File: config.mk
export PLATFORM = sky130hd
export DESIGN_NAME = multicycle_control
export DESIGN_NICKNAME = d
export VERILOG_FILES = /design/src/rtl/multicycle_control.sv
export SDC_FILE = /design/constraint.sdc
export NUM_CORES = 1
export LEC_CHECK = 0
export BUFFER_PORTS_ARGS = -buffer_cell sky130_fd_sc_hd__buf_2
export CELL_PAD_IN_SITES_DETAIL_PLACEMENT = 0
export CELL_PAD_IN_SITES_GLOBAL_PLACEMENT = 2
export CORE_AREA = 4 4 56 58
export DETAILED_ROUTE_END_ITERATION = 12
export DIE_AREA = 0 0 60 62
export PLACE_DENSITY = 0.84
export SYNTH_ARGS = -nofsm -noshare
export SYNTH_HDL_FRONTEND = slang
export SYNTH_SLANG_ARGS = --single-unit
File: constraint.sdc
create_clock -name clk -period 2.5 [get_ports clk]
set_clock_uncertainty 0.2 [all_clocks]
set_input_delay 0.5 -clock clk [delete_from_list [all_inputs] [get_ports clk]]
set_output_delay 0.5 -clock clk [all_outputs]
set_load 0.005 [all_outputs]
File: src/rtl/multicycle_control.sv
// Control FSM for the multi-cycle MIPS datapath: one state per cycle, stalls on mem_ready.
// Optional INSTR_COUNT_EN adds a 32-bit retired-instruction counter output (instr_count).
module multicycle_control #(
  parameter int STATE_W = 4
) (
  input  logic               clk,
  input  logic               reset,
  input  logic [5:0]         OPcode,
  input  logic               mem_ready,
  output logic               PCWrite,
  output logic               PCWriteCond,
  output logic               IorD,
  output logic               MemRead,
  output logic               MemWrite,
  output logic               IRWrite,
  output logic               MemtoReg,
  output logic               RegDst,
  output logic               RegWrite,
  output logic               ALUSrcA,
  output logic [1:0]         ALUSrcB,
  output logic [1:0]         ALUop,
  output logic [1:0]         PCSource,
  output logic               instr_done,
  output logic               illegal_op,
`ifdef INSTR_COUNT_EN
  output logic [31:0]        instr_count,
`endif
  output logic [STATE_W-1:0] state_o
);

  localparam logic [5:0] OP_RTYPE = 6'b000000;
  localparam logic [5:0] OP_J     = 6'b000010;
  localparam logic [5:0] OP_BEQ   = 6'b000100;
  localparam logic [5:0] OP_ADDI  = 6'b001000;
  localparam logic [5:0] OP_ADDIU = 6'b001001;
  localparam logic [5:0] OP_LW    = 6'b100011;
  localparam logic [5:0] OP_SW    = 6'b101011;

  typedef enum logic [STATE_W-1:0] {
    S_IDLE   = STATE_W'(0),
    S_FETCH  = STATE_W'(1),
    S_DECODE = STATE_W'(2),
    S_MEMADR = STATE_W'(3),
    S_MEMRD  = STATE_W'(4),
    S_MEMWB  = STATE_W'(5),
    S_MEMWR  = STATE_W'(6),
    S_EXEC   = STATE_W'(7),
    S_ALUWB  = STATE_W'(8),
    S_ADDIEX = STATE_W'(9),
    S_ADDIWB = STATE_W'(10),
    S_BRANCH = STATE_W'(11),
    S_JUMP   = STATE_W'(12)
  } state_t;

  state_t state_q, state_d;

  always_ff @(posedge clk or posedge reset) begin
    if (reset) state_q <= S_IDLE;
    else       state_q <= state_d;
  end

  always_comb begin
    state_d = S_IDLE;
    case (state_q)
      S_IDLE:   state_d = S_FETCH;
      S_FETCH:  state_d = mem_ready ? S_DECODE : S_FETCH;
      S_DECODE: begin
        case (OPcode)
          OP_LW, OP_SW:       state_d = S_MEMADR;
          OP_RTYPE:           state_d = S_EXEC;
          OP_ADDI, OP_ADDIU:  state_d = S_ADDIEX;
          OP_BEQ:             state_d = S_BRANCH;
          OP_J:               state_d = S_JUMP;
          default:            state_d = S_FETCH;
        endcase
      end
      S_MEMADR: state_d = (OPcode == OP_LW) ? S_MEMRD : S_MEMWR;
      S_MEMRD:  state_d = mem_ready ? S_MEMWB : S_MEMRD;
      S_MEMWB:  state_d = S_FETCH;
      S_MEMWR:  state_d = mem_ready ? S_FETCH : S_MEMWR;
      S_EXEC:   state_d = S_ALUWB;
      S_ALUWB:  state_d = S_FETCH;
      S_ADDIEX: state_d = S_ADDIWB;
      S_ADDIWB: state_d = S_FETCH;
      S_BRANCH: state_d = S_FETCH;
      S_JUMP:   state_d = S_FETCH;
      default:  state_d = S_IDLE;
    endcase
  end

  // FETCH handshake, MEMWR completion and illegal-opcode retirement are Mealy on inputs.
  always_comb begin
    PCWrite     = 1'b0;
    PCWriteCond = 1'b0;
    IorD        = 1'b0;
    MemRead     = 1'b0;
    MemWrite    = 1'b0;
    IRWrite     = 1'b0;
    MemtoReg    = 1'b0;
    RegDst      = 1'b0;
    RegWrite    = 1'b0;
    ALUSrcA     = 1'b0;
    ALUSrcB     = 2'b00;
    ALUop       = 2'b00;
    PCSource    = 2'b00;
    instr_done  = 1'b0;
    illegal_op  = 1'b0;
    case (state_q)
      S_FETCH: begin
        MemRead = 1'b1;
        ALUSrcB = 2'b01;
        IRWrite = mem_ready;
        PCWrite = mem_ready;
      end
      S_DECODE: begin
        ALUSrcB = 2'b11;
        case (OPcode)
          OP_LW, OP_SW, OP_RTYPE, OP_ADDI, OP_ADDIU, OP_BEQ, OP_J: ;
          default: begin
            illegal_op = 1'b1;
            instr_done = 1'b1;
          end
        endcase
      end
      S_MEMADR, S_ADDIEX: begin
        ALUSrcA = 1'b1;
        ALUSrcB = 2'b10;
      end
      S_MEMRD: begin
        MemRead = 1'b1;
        IorD    = 1'b1;
      end
      S_MEMWB: begin
        MemtoReg   = 1'b1;
        RegWrite   = 1'b1;
        instr_done = 1'b1;
      end
      S_MEMWR: begin
        MemWrite   = 1'b1;
        IorD       = 1'b1;
        instr_done = mem_ready;
      end
      S_EXEC: begin
        ALUSrcA = 1'b1;
        ALUop   = 2'b10;
      end
      S_ALUWB: begin
        RegDst     = 1'b1;
        RegWrite   = 1'b1;
        instr_done = 1'b1;
      end
      S_ADDIWB: begin
        RegWrite   = 1'b1;
        instr_done = 1'b1;
      end
      S_BRANCH: begin
        ALUSrcA     = 1'b1;
        ALUop       = 2'b01;
        PCWriteCond = 1'b1;
        PCSource    = 2'b01;
        instr_done  = 1'b1;
      end
      S_JUMP: begin
        PCWrite    = 1'b1;
        PCSource   = 2'b10;
        instr_done = 1'b1;
      end
      default: ;
    endcase
  end

  assign state_o = state_q;

`ifdef INSTR_COUNT_EN
  logic [31:0] count_q;

  always_ff @(posedge clk or posedge reset) begin
    if (reset)           count_q <= 32'd0;
    else if (instr_done) count_q <= count_q + 32'd1;
  end

  assign instr_count = count_q;
`endif

endmodule
Yosys cells after proc, flatten, opt, wreduce, memory -nomap -nowiden
Index checks and enable logic that the tools add are counted.
- equality and inequality tests: 18
- multiplexer cells: 22
- reduce and logical (&&, ||, !) cells: 12
- operators with widths (kind ; count):
    $pmux 4 s8 ; 1
    $eq 4x4->1 const B ; 5
    $pmux 4 s5 ; 1
    $eq 4x3->1 const B ; 4
    $eq 6x4->1 const B ; 2
    $eq 6x6->1 const B ; 2
    $mux 1 ; 12
    $reduce_or 2->1 ; 5
    $eq 4x2->1 const B ; 2
    $pmux 2 s2 ; 2
    $reduce_or 7->1 ; 1
    $eq 6x2->1 const B ; 1
    $eq 6x3->1 const B ; 1
    $logic_not 6->1 ; 1
    $pmux 2 s3 ; 1
    $reduce_or 6->1 ; 1
    $reduce_or 5->1 ; 1
    $eq 4x1->1 const B ; 1
    $logic_not 4->1 ; 1
    $mux 2 ; 2
    $reduce_or 4->1 ; 1
    $mux 3 ; 1
    $pmux 1 s3 ; 1
    $reduce_or 3->1 ; 1
    $pmux 1 s2 ; 1
- flip-flop bits (word level): 4
- input port bits: 9
- output and inout port bits: 22
- word-level logic and storage cells: 53

Depth between registers and ports, before layout
Gate-level depths: netlist (run 1).
- depth after elaboration: 4
- mapped depth: 5
- gate-level depth less buffers: 4

Worst setup path after synthesis (run 1)
No wires, ideal clock.
- kind: in2out
- from: input port OPcode[1]
- to: output port instr_done
- data arrival time: 1800 ps
- data required time: 1800 ps
- path slack: 0 ps
- stages: 4
- buffers on the path: 0
- path through: or4_4 > a211oi_2 > nor3b_1 > or4_1
- longest elaborated chain between the ends: 4
- elaborated cells between the ends (all ways): 10
- classes of those cells: eq/ne: 6; mux: 2; reduce/logical: 2
- ends and longest elaborated chain (item ; line ; RTL):
    start, declared ; 8 ; input logic [5:0] OPcode,
    $eq 6x6->1, or another cell as far along ; 117 ; case (OPcode)
    $reduce_or 7->1 (*) ; 117 ;
    $mux 1 (*) ; 117 ;
    $pmux 1 s3 (*) ; 108 ; case (state_q)
    end, declared ; 23 ; output logic instr_done,
Mark *: on every way between the ends. The rest lies on a longest branch, timed or not.

Final worst setup path (run 1)
Ends and elaborated chain as after synthesis.

==> reports/results.ini, run 1 <==
[outcome]
status = finished, violations left
violations = negative setup slack

[timing]
period_minus_slack_ns = 2.65
rsz0062_at_grt = yes
holdWs_ns = 0.334
hold_viol_final = 0
setup_viol = 1
slew_headroom_pct = 75.3
final_max_slew_viol_count = 0
setup_slack_ns = -0.151
finalSetupTns_ns = -0.151
max_clock_freq_mhz = 377
period_share_pct = 106
tightest_slew_ns = 0.371

[clocking]
cts_buffers = 3
clkTransAtPathRegs_ns = 0.04
insertion_delay_ns = 0.24
ctsLongestPathBuffers = 2
cts_tree = done
post_cts_buffers = 0
htree_num_levels = 1
cts_root_buf = clkbuf_4
cts_sinks = 4

[setup_path]
r2r_cells = 4
crit_path_frequent_cell = buf_2
start_kind = primary input
crit_type = in2out
cp_cell_sequence = buf_2 > or4_4 > a211oi_2 > nor3b_1 > or4_1 > buf_2
setup.worst_path.end = instr_done
crit_start = OPcode[1]
cpLargestDelayFamily = simple AND/OR/NAND/NOR gates
cp_slowest_cell = or4_4
crit_cells = 6
crit_fanout = 2
required_ns = 1.80
cp_data_arrival_time_ns = 1.95
cpPeakStageDelay_ns = 0.53
critPathBufInv = 2
end_kind = primary output
reg2reg_setup_slack_ns = 0.88
r2r-end = state_o[3]
rr_startpoint = state_o[3]

[final_layout]
syn2layout_area_growth_pct = 53.3
layout-drive-gt1-share_pct = 43.8
final_util_pct = 29.2
seq_area_um2 = 100
final_cells = 143
stdcell_area_um2 = 777
fin_nets = 123
largest_reg_flops = 4
fillers = 313
multi_input_area_um2 = 362
antennaDiodeCount = 0

[logic_synthesis]
syn_inst = 74
syn-num-nets = 83
netlist.area_leader.share_pct = 19.8
synth-seq-cells = 4
ys_top_cells_by_area = dfrtp_1 20%, nor2_1 7.4%, nand2_1 5.2%
synth-main-ff-cell = dfrtp_1
synth-edff-count = 0
synth_top_area_cell = dfrtp_1
async_flop_share_pct = 100
yosysUniqueCellTypes = 32
yosysWarnings = 0
syn_area_um2 = 507
syn_avg_cell_area_um2 = 6.85
yosysSeqAreaShare_pct = 19.8

[placement]
dpl_cell_area_um2 = 744
place.gp.congestion = 0.801
pre_cts_slack_ns = -0.167
dp_cells = 139
hpwl_mm = 1.36
io_buffer_count = 30

[drt]
via_count = 693
drtPass1Iterations = 4
ant_nets = 0
drt-vias-per-instance = 4.85
drc_errors = 0
routed_wl_mm = 1.63
drtIter0Drc = 19
wl_per_cell_um = 11.4

[die]
start_util_pct = 19.0
die_x_um = 60
dieArea_um2 = 3720
row_count = 19
io_pins = 31
die_h_um = 62
core_region_area_um2 = 2660

[global_route]
grt_start_max_net_pins = 15
grt_overflow = 0
grt_pass1_vias = 601
grt_pass1_wl_mm = 2.55
antenna_found_initial = 0
grt_util_all_layers_pct = 9.20

[power_and_ir_drop]
power.total_mw = 0.763
ir_drop_mv = 0.286
power_leakage_nw = 0.400
power_density_nw_per_um2 = 981

[hold_path]
hold_class = reg2reg

[flow_run]
maxCapViolCount = 0

## area by class of cell
type,instances,area share [%]
clock buffers,3,2.90
inverters,3,1.45
multi-input cells,60,46.5
flip-flops and latches,4,12.9
well taps,31,4.99
repair buffers,42,31.2
## timing repair
item                                    4_1_cts  5_1_grt
endpoints found under the setup margin        1        2
resized for setup                             0        0
hold endpoints to repair                      4        0
hold buffers                                  1        0
## cell usage in the layout, fill, tap and decap left out, drive strengths merged, types with 2 or more instances in the layout
master,netlist,final
a211oi,2,2
a21oi,4,4
and3,2,2
buf,3,41
clkbuf,4,3
dfrtp,4,4
inv,3,3
nand2,7,7
nand2b,3,3
nand3,3,3
nor2,10,10
nor2b,2,2
nor3,2,2
nor3b,2,2
nor4b,2,2
o21ai,3,3
o22ai,3,3
o32ai,2,2
or4,3,3
## worst min-delay path by stage
stage	to	start	cells past startpoint
4_1_cts	state_o[0]	state_o[1]	1
3_5_place_dp	state_o[2]	reset	2
2_1_floorplan	state_o[0]	reset	1
3_3_place_gp	state_o[1]	reset	2
6_report	state_o[0]	state_o[1]	1
5_1_grt	state_o[0]	state_o[1]	1
## synthesized netlist by cell type, drive strengths merged, types with 2 or more instances
| master | count |
|---|---|
| nand2b | 3 |
| buf | 3 |
| nor2 | 10 |
| and3 | 2 |
| nand3 | 3 |
| o22ai | 3 |
| nor3 | 2 |
| a211oi | 2 |
| nand2 | 7 |
| nor3b | 2 |
| inv | 3 |
| o32ai | 2 |
| or4 | 3 |
| a21oi | 4 |
| nor2b | 2 |
| o21ai | 3 |
| nor4b | 2 |
| clkbuf | 4 |
| dfrtp | 4 |
## worst reg2reg max path: cells and delay by family (launching register included)
family	cells	cell delay [ns]
compound gates	1	0.17
buf+inv	1	0.17
flops	1	0.50
mux	1	0.26
simple gates	1	0.22
## report_power, final
part | internal [mW] | switching, mW | leakage, nW
combinational | 0.266 | 0.267 | 0.336
sequential | 0.0917 | 0.0583 | 0.0504
clock | 0.0537 | 0.0260 | 0.0138
## cell families after synthesis
group / synth area share [%]
compound gates: 28.9
buf+inv: 8.89
flops: 19.8
mux: 2.22
simple gates: 40.2
## per-layer routing
layer	GRT usage (%)	part of all wire [%]	up-vias
li1	-	-	350
met2	14.8	51	19
met3	2.48	6.7	4
met4	6.65	2.2	0
met5	0	0	-
met1	10.5	40	320
Note: power is estimated with default switching activity, not from simulation.
==> run 2: changes to the inputs <==
CORE_AREA = 4 4 70 46   (was 4 4 56 58)
DIE_AREA = 0 0 74 50   (was 0 0 60 62)
PLACE_DENSITY = 0.85   (was 0.84)
==> reports/results.ini, run 2 (synthesis gave the netlist of run 1 again) <==
[setup_path]
required_ns = 1.80
cp_data_arrival_time_ns = 1.97
crit_start = OPcode[1]
rr_startpoint = state_o[3]
start_kind = primary input
end_kind = primary output
crit_fanout = 2
reg2reg_setup_slack_ns = 0.82
crit_type = in2out
r2r_cells = 4
r2r-end = state_o[3]

[die]
dieArea_um2 = 3700
die_h_um = 50
start_util_pct = 20.2
die_x_um = 74
row_count = 14
io_pins = 31
core_region_area_um2 = 2500

[clocking]
cts_resized = 0
clkTransAtPathRegs_ns = 0.03
ctsLongestPathBuffers = 2
cts_sinks = 4
cts_tree = done
post_cts_buffers = 0
insertion_delay_ns = 0.21
htree_num_levels = 1
cts_root_buf = clkbuf_8
cts_buffers = 3

[power_and_ir_drop]
swShare_pct = 44.3
clockPowerShare_pct = 16.1
ir_drop_mv = 0.394
p_comb_share_pct = 63.5
power_leakage_nw = 0.403
power_density_nw_per_um2 = 1040
switchingPower_mw = 0.365
p_int_mw = 0.459
seqPwrFrac_pct = 20.4

[placement]
io_buffer_count = 30
hpwl_mm = 1.42
dpl_cell_area_um2 = 738
place.gp.congestion = 0.773

[timing]
slew_headroom_pct = 73.0
rsz0062_at_grt = yes
holdWs_ns = 0.472
max_clock_freq_mhz = 374
tightest_slew_ns = 0.404
final_max_slew_viol_count = 0
period_share_pct = 107
finalSetupTns_ns = -0.174
period_minus_slack_ns = 2.67
hold_viol_final = 0
setup_viol = 1
setup_slack_ns = -0.174

[global_route]
antenna_found_initial = 0
grt_util_all_layers_pct = 9.48
grt_pass1_wl_mm = 2.77
grt_pass1_vias = 593
grt_overflow = 0
grt_start_max_net_pins = 15

[hold_path]
worstHoldStart = mem_ready
hold_class = in2reg
min_to = state_o[2]
hold_path_depth = 3

[final_layout]
largest_reg_flops = 4
final_common_cell = buf_2
stdcell_area_um2 = 790
syn2layout_area_growth_pct = 55.8
antennaDiodeCount = 0
layout_common_cells = 30 x buf_2, 10 x nor2_1, 10 x buf_4
layout-drive-gt1-share_pct = 43.2
fin_nets = 122

[flow_run]
maxCapViolCount = 0

[drt]
ant_nets = 0
drc_errors = 0
drtIter0Drc = 29
drtPass1Iterations = 4
via_count = 695
drt-vias-per-instance = 4.86
wl_per_cell_um = 12.2
routed_wl_mm = 1.74

[outcome]
violations = negative setup slack
status = finished, violations left

-- run 2: changes by cell type in the layout (fill, tap and decap cells not counted) --
cell,previous run,this run
clkbuf_8,0,3
buf_4,11,10
clkbuf_4,3,0
-- run 2: critical path, stage by stage --
cell and delay (ns):
buf_2 0.10, or4_4 0.53, a211oi_2 0.20, nor3b_1 0.08
or4_1 0.41, buf_2 0.14
-- run 2: worst max path at each step --
stage            endpoint  slack (ns)  cells past startpoint
2_1_floorplan  instr_done        0.10                      4
3_3_place_gp   instr_done       -0.16                      6
3_5_place_dp   instr_done       -0.17                      6
4_1_cts        instr_done       -0.18                      6
5_1_grt        instr_done       -0.26                      6
6_report       instr_done       -0.17                      6
-- run 2: cell type report --
type                    count  area (um2)
well taps                  32        40.0
flip-flops and latches      4         100
multi-input cells          60         362
inverters                   3        11.3
repair buffers             41         235
fillers                   262        1720
clock buffers               3        41.3
-- run 2: layer usage --
layer	up-vias	part of all wire [%]	GRT usage [%]
met3	0	8.3	2.64
li1	346	-	-
met4	0	0	2.71
met1	321	49	14.1
met5	-	0	0
met2	28	43	12.9
-- run 2: power groups by stage --
stage / clock network, mW / registers (mW) / logic (mW)
final: 0.133 / 0.168 / 0.523
after global routing: 0.142 / 0.175 / 0.581
after CTS: 0.137 / 0.166 / 0.528
after detailed placement: 0 / 0.167 / 0.524
after global placement: 0 / 0.169 / 0.531
after floorplan: 0 / 0.120 / 0.320
-- run 2: repair_timing --
item,in CTS,in global routing
cloned,0,0
hold endpoints to repair,4,0
setup endpoints to repair,1,1
hold buffers,1,0
-- run 2: stage by stage --
stage | power, mW | std cells | worst slack, ns | utilization [%]
floorplan | 0.440 | 74 | 0.104 | -
global placement | 0.700 | 139 | -0.155 | 29.5
detailed placement | 0.691 | 139 | -0.171 | 29.5
CTS | 0.832 | 143 | -0.181 | 31.5
global route | 0.898 | 143 | -0.265 | 31.5
finish | 0.824 | 143 | -0.174 | 31.5
==> run 3: changes to the inputs <==
PLACE_DENSITY = unset   (was 0.85)
PLACE_DENSITY_LB_ADDON = 0.1   (was unset)
==> reports/results.ini, run 3 (synthesis gave the netlist of run 1 again) <==
[final_layout]
final_common_cell = buf_2
final_cells = 147
syn2layout_area_growth_pct = 64.2
fin_nets = 126
largest_reg_flops = 4
antennaDiodeCount = 0
layout-drive-gt1-share_pct = 47.0
layout_common_cells = 30 x buf_2, 14 x buf_4, 10 x nor2_1

[die]
die_h_um = 50
io_pins = 31
core_region_area_um2 = 2500
row_count = 14
die_x_um = 74
dieArea_um2 = 3700
start_util_pct = 20.2

[timing]
rsz0062_at_grt = yes
final_max_slew_viol_count = 0
setup_slack_ns = -0.145
slew_headroom_pct = 77.4
max_clock_freq_mhz = 378
hold_viol_final = 0
tightest_slew_ns = 0.339
period_share_pct = 106
period_minus_slack_ns = 2.65
setup_viol = 1

[global_route]
grt_start_max_net_pins = 12
grt_util_all_layers_pct = 11.1
grt_pass1_vias = 608
grt_pass1_wl_mm = 3.17
grt_overflow = 0
antenna_found_initial = 0

[power_and_ir_drop]
switchingPower_mw = 0.383
power_density_nw_per_um2 = 1030
power_leakage_nw = 0.426
p_comb_share_pct = 66.9
swShare_pct = 44.6
ir_drop_mv = 0.625
clockPowerShare_pct = 15.6
power.total_mw = 0.858
p_int_mw = 0.475
seqPwrFrac_pct = 17.6

[drt]
wl_per_cell_um = 13.5
ant_nets = 0
drtPass1Iterations = 4
via_count = 703
drc_errors = 0
routed_wl_mm = 1.99
drtIter0Drc = 43
drt-vias-per-instance = 4.78

[hold_path]
hold_class = reg2reg
worstHoldStart = state_o[0]

[setup_path]
cp_cell_sequence = buf_2 > or4_4 > a211oi_2 > nor3b_1 > or4_1 > buf_2
cp_slowest_cell = or4_4
cp_data_arrival_time_ns = 1.95
rr_startpoint = state_o[3]
required_ns = 1.80
crit_type = in2out
start_kind = primary input
end_kind = primary output
cpPeakStageDelay_ns = 0.53
crit_fanout = 2
crit_path_frequent_cell = buf_2
reg2reg_setup_slack_ns = 0.91
crit_start = OPcode[1]

[outcome]
status = finished, violations left
violations = negative setup slack

[placement]
dp_cells = 143
place.gp.congestion = 0.769
hpwl_mm = 1.62
io_buffer_count = 30

[clocking]
ctsLongestPathBuffers = 2
cts_sinks = 4
clkTransAtPathRegs_ns = 0.03
htree_num_levels = 1
cts_root_buf = clkbuf_8
cts_tree = done
insertion_delay_ns = 0.22
cts_buffers = 3

[flow_run]
maxCapViolCount = 0

## run 3: cell count changes in the layout (fill, tap and decap cells not counted), sizes merged
cell / delta
buf: +4
## run 3: final cells by class
| type | count | area (um2) |
|---|---|---|
| Clock buffer | 3 | 41.3 |
| Sequential cell | 4 | 100 |
| Fill cell | 271 | 1670 |
| Tap cell | 32 | 40.0 |
| Timing Repair Buffer | 45 | 265 |
| Multi-Input combinational cell | 60 | 374 |
| Inverter | 3 | 11.3 |
## run 3: worst max-delay path, delay by kind of cell
family | cells | cell delay (ns)
AND/OR/NAND/NOR | 3 | 1.01
buffers and inverters | 2 | 0.24
AO/OA/AOI/OAI | 1 | 0.18
## run 3: what timing repair did
item	CTS	global route
hold endpoints to repair	4	0
gates cloned	0	0
buffers inserted	0	0
gates resized for setup	0	2
pin swaps	0	0
setup endpoints to repair	1	2
hold buffers	1	0
## run 3: metal layers
layer  up-vias  share of wire (%)  routed length, um  global-route usage, %
met5         -                  0                  0                      0
met4         0                  0                  0                   1.81
met3         0                7.1                141                   3.25
met2        17                 38                748                   13.5
met1       330                 55               1100                   18.4
li1        356                  -                  -                      -
## run 3: power by group through the flow
stage | clock network [mW] | registers, mW | logic (mW)
floorplan | 0 | 0.120 | 0.320
global placement | 0 | 0.154 | 0.583
detailed placement | 0 | 0.151 | 0.573
CTS | 0.137 | 0.150 | 0.576
global route | 0.144 | 0.160 | 0.643
finish | 0.134 | 0.151 | 0.574
## run 3: final timing paths
path / endpoint / depth (start not counted)
worst max-delay path: instr_done / 6
worst min-delay path: state_o[2] / 2
worst max register to register: state_o[3] / 4
worst min register to register: state_o[2] / 2
max in group asynchronous: state_o[0] / 3
min in group asynchronous: state_o[2] / 3
## run 3: through the flow
stage               hold WS (ns)  setup slack [ns]  utilization [%]  area (um2)  setup TNS [ns]
floorplan                 0.0661             0.104                -         507               0
global placement           0.179            -0.176             30.7         768          -0.176
detailed placement         0.187            -0.163             30.7         768          -0.163
CTS                        0.481            -0.163             32.7         820          -0.163
global route               0.518            -0.194             33.2         832          -0.276
finish                     0.478            -0.145             33.2         832          -0.145
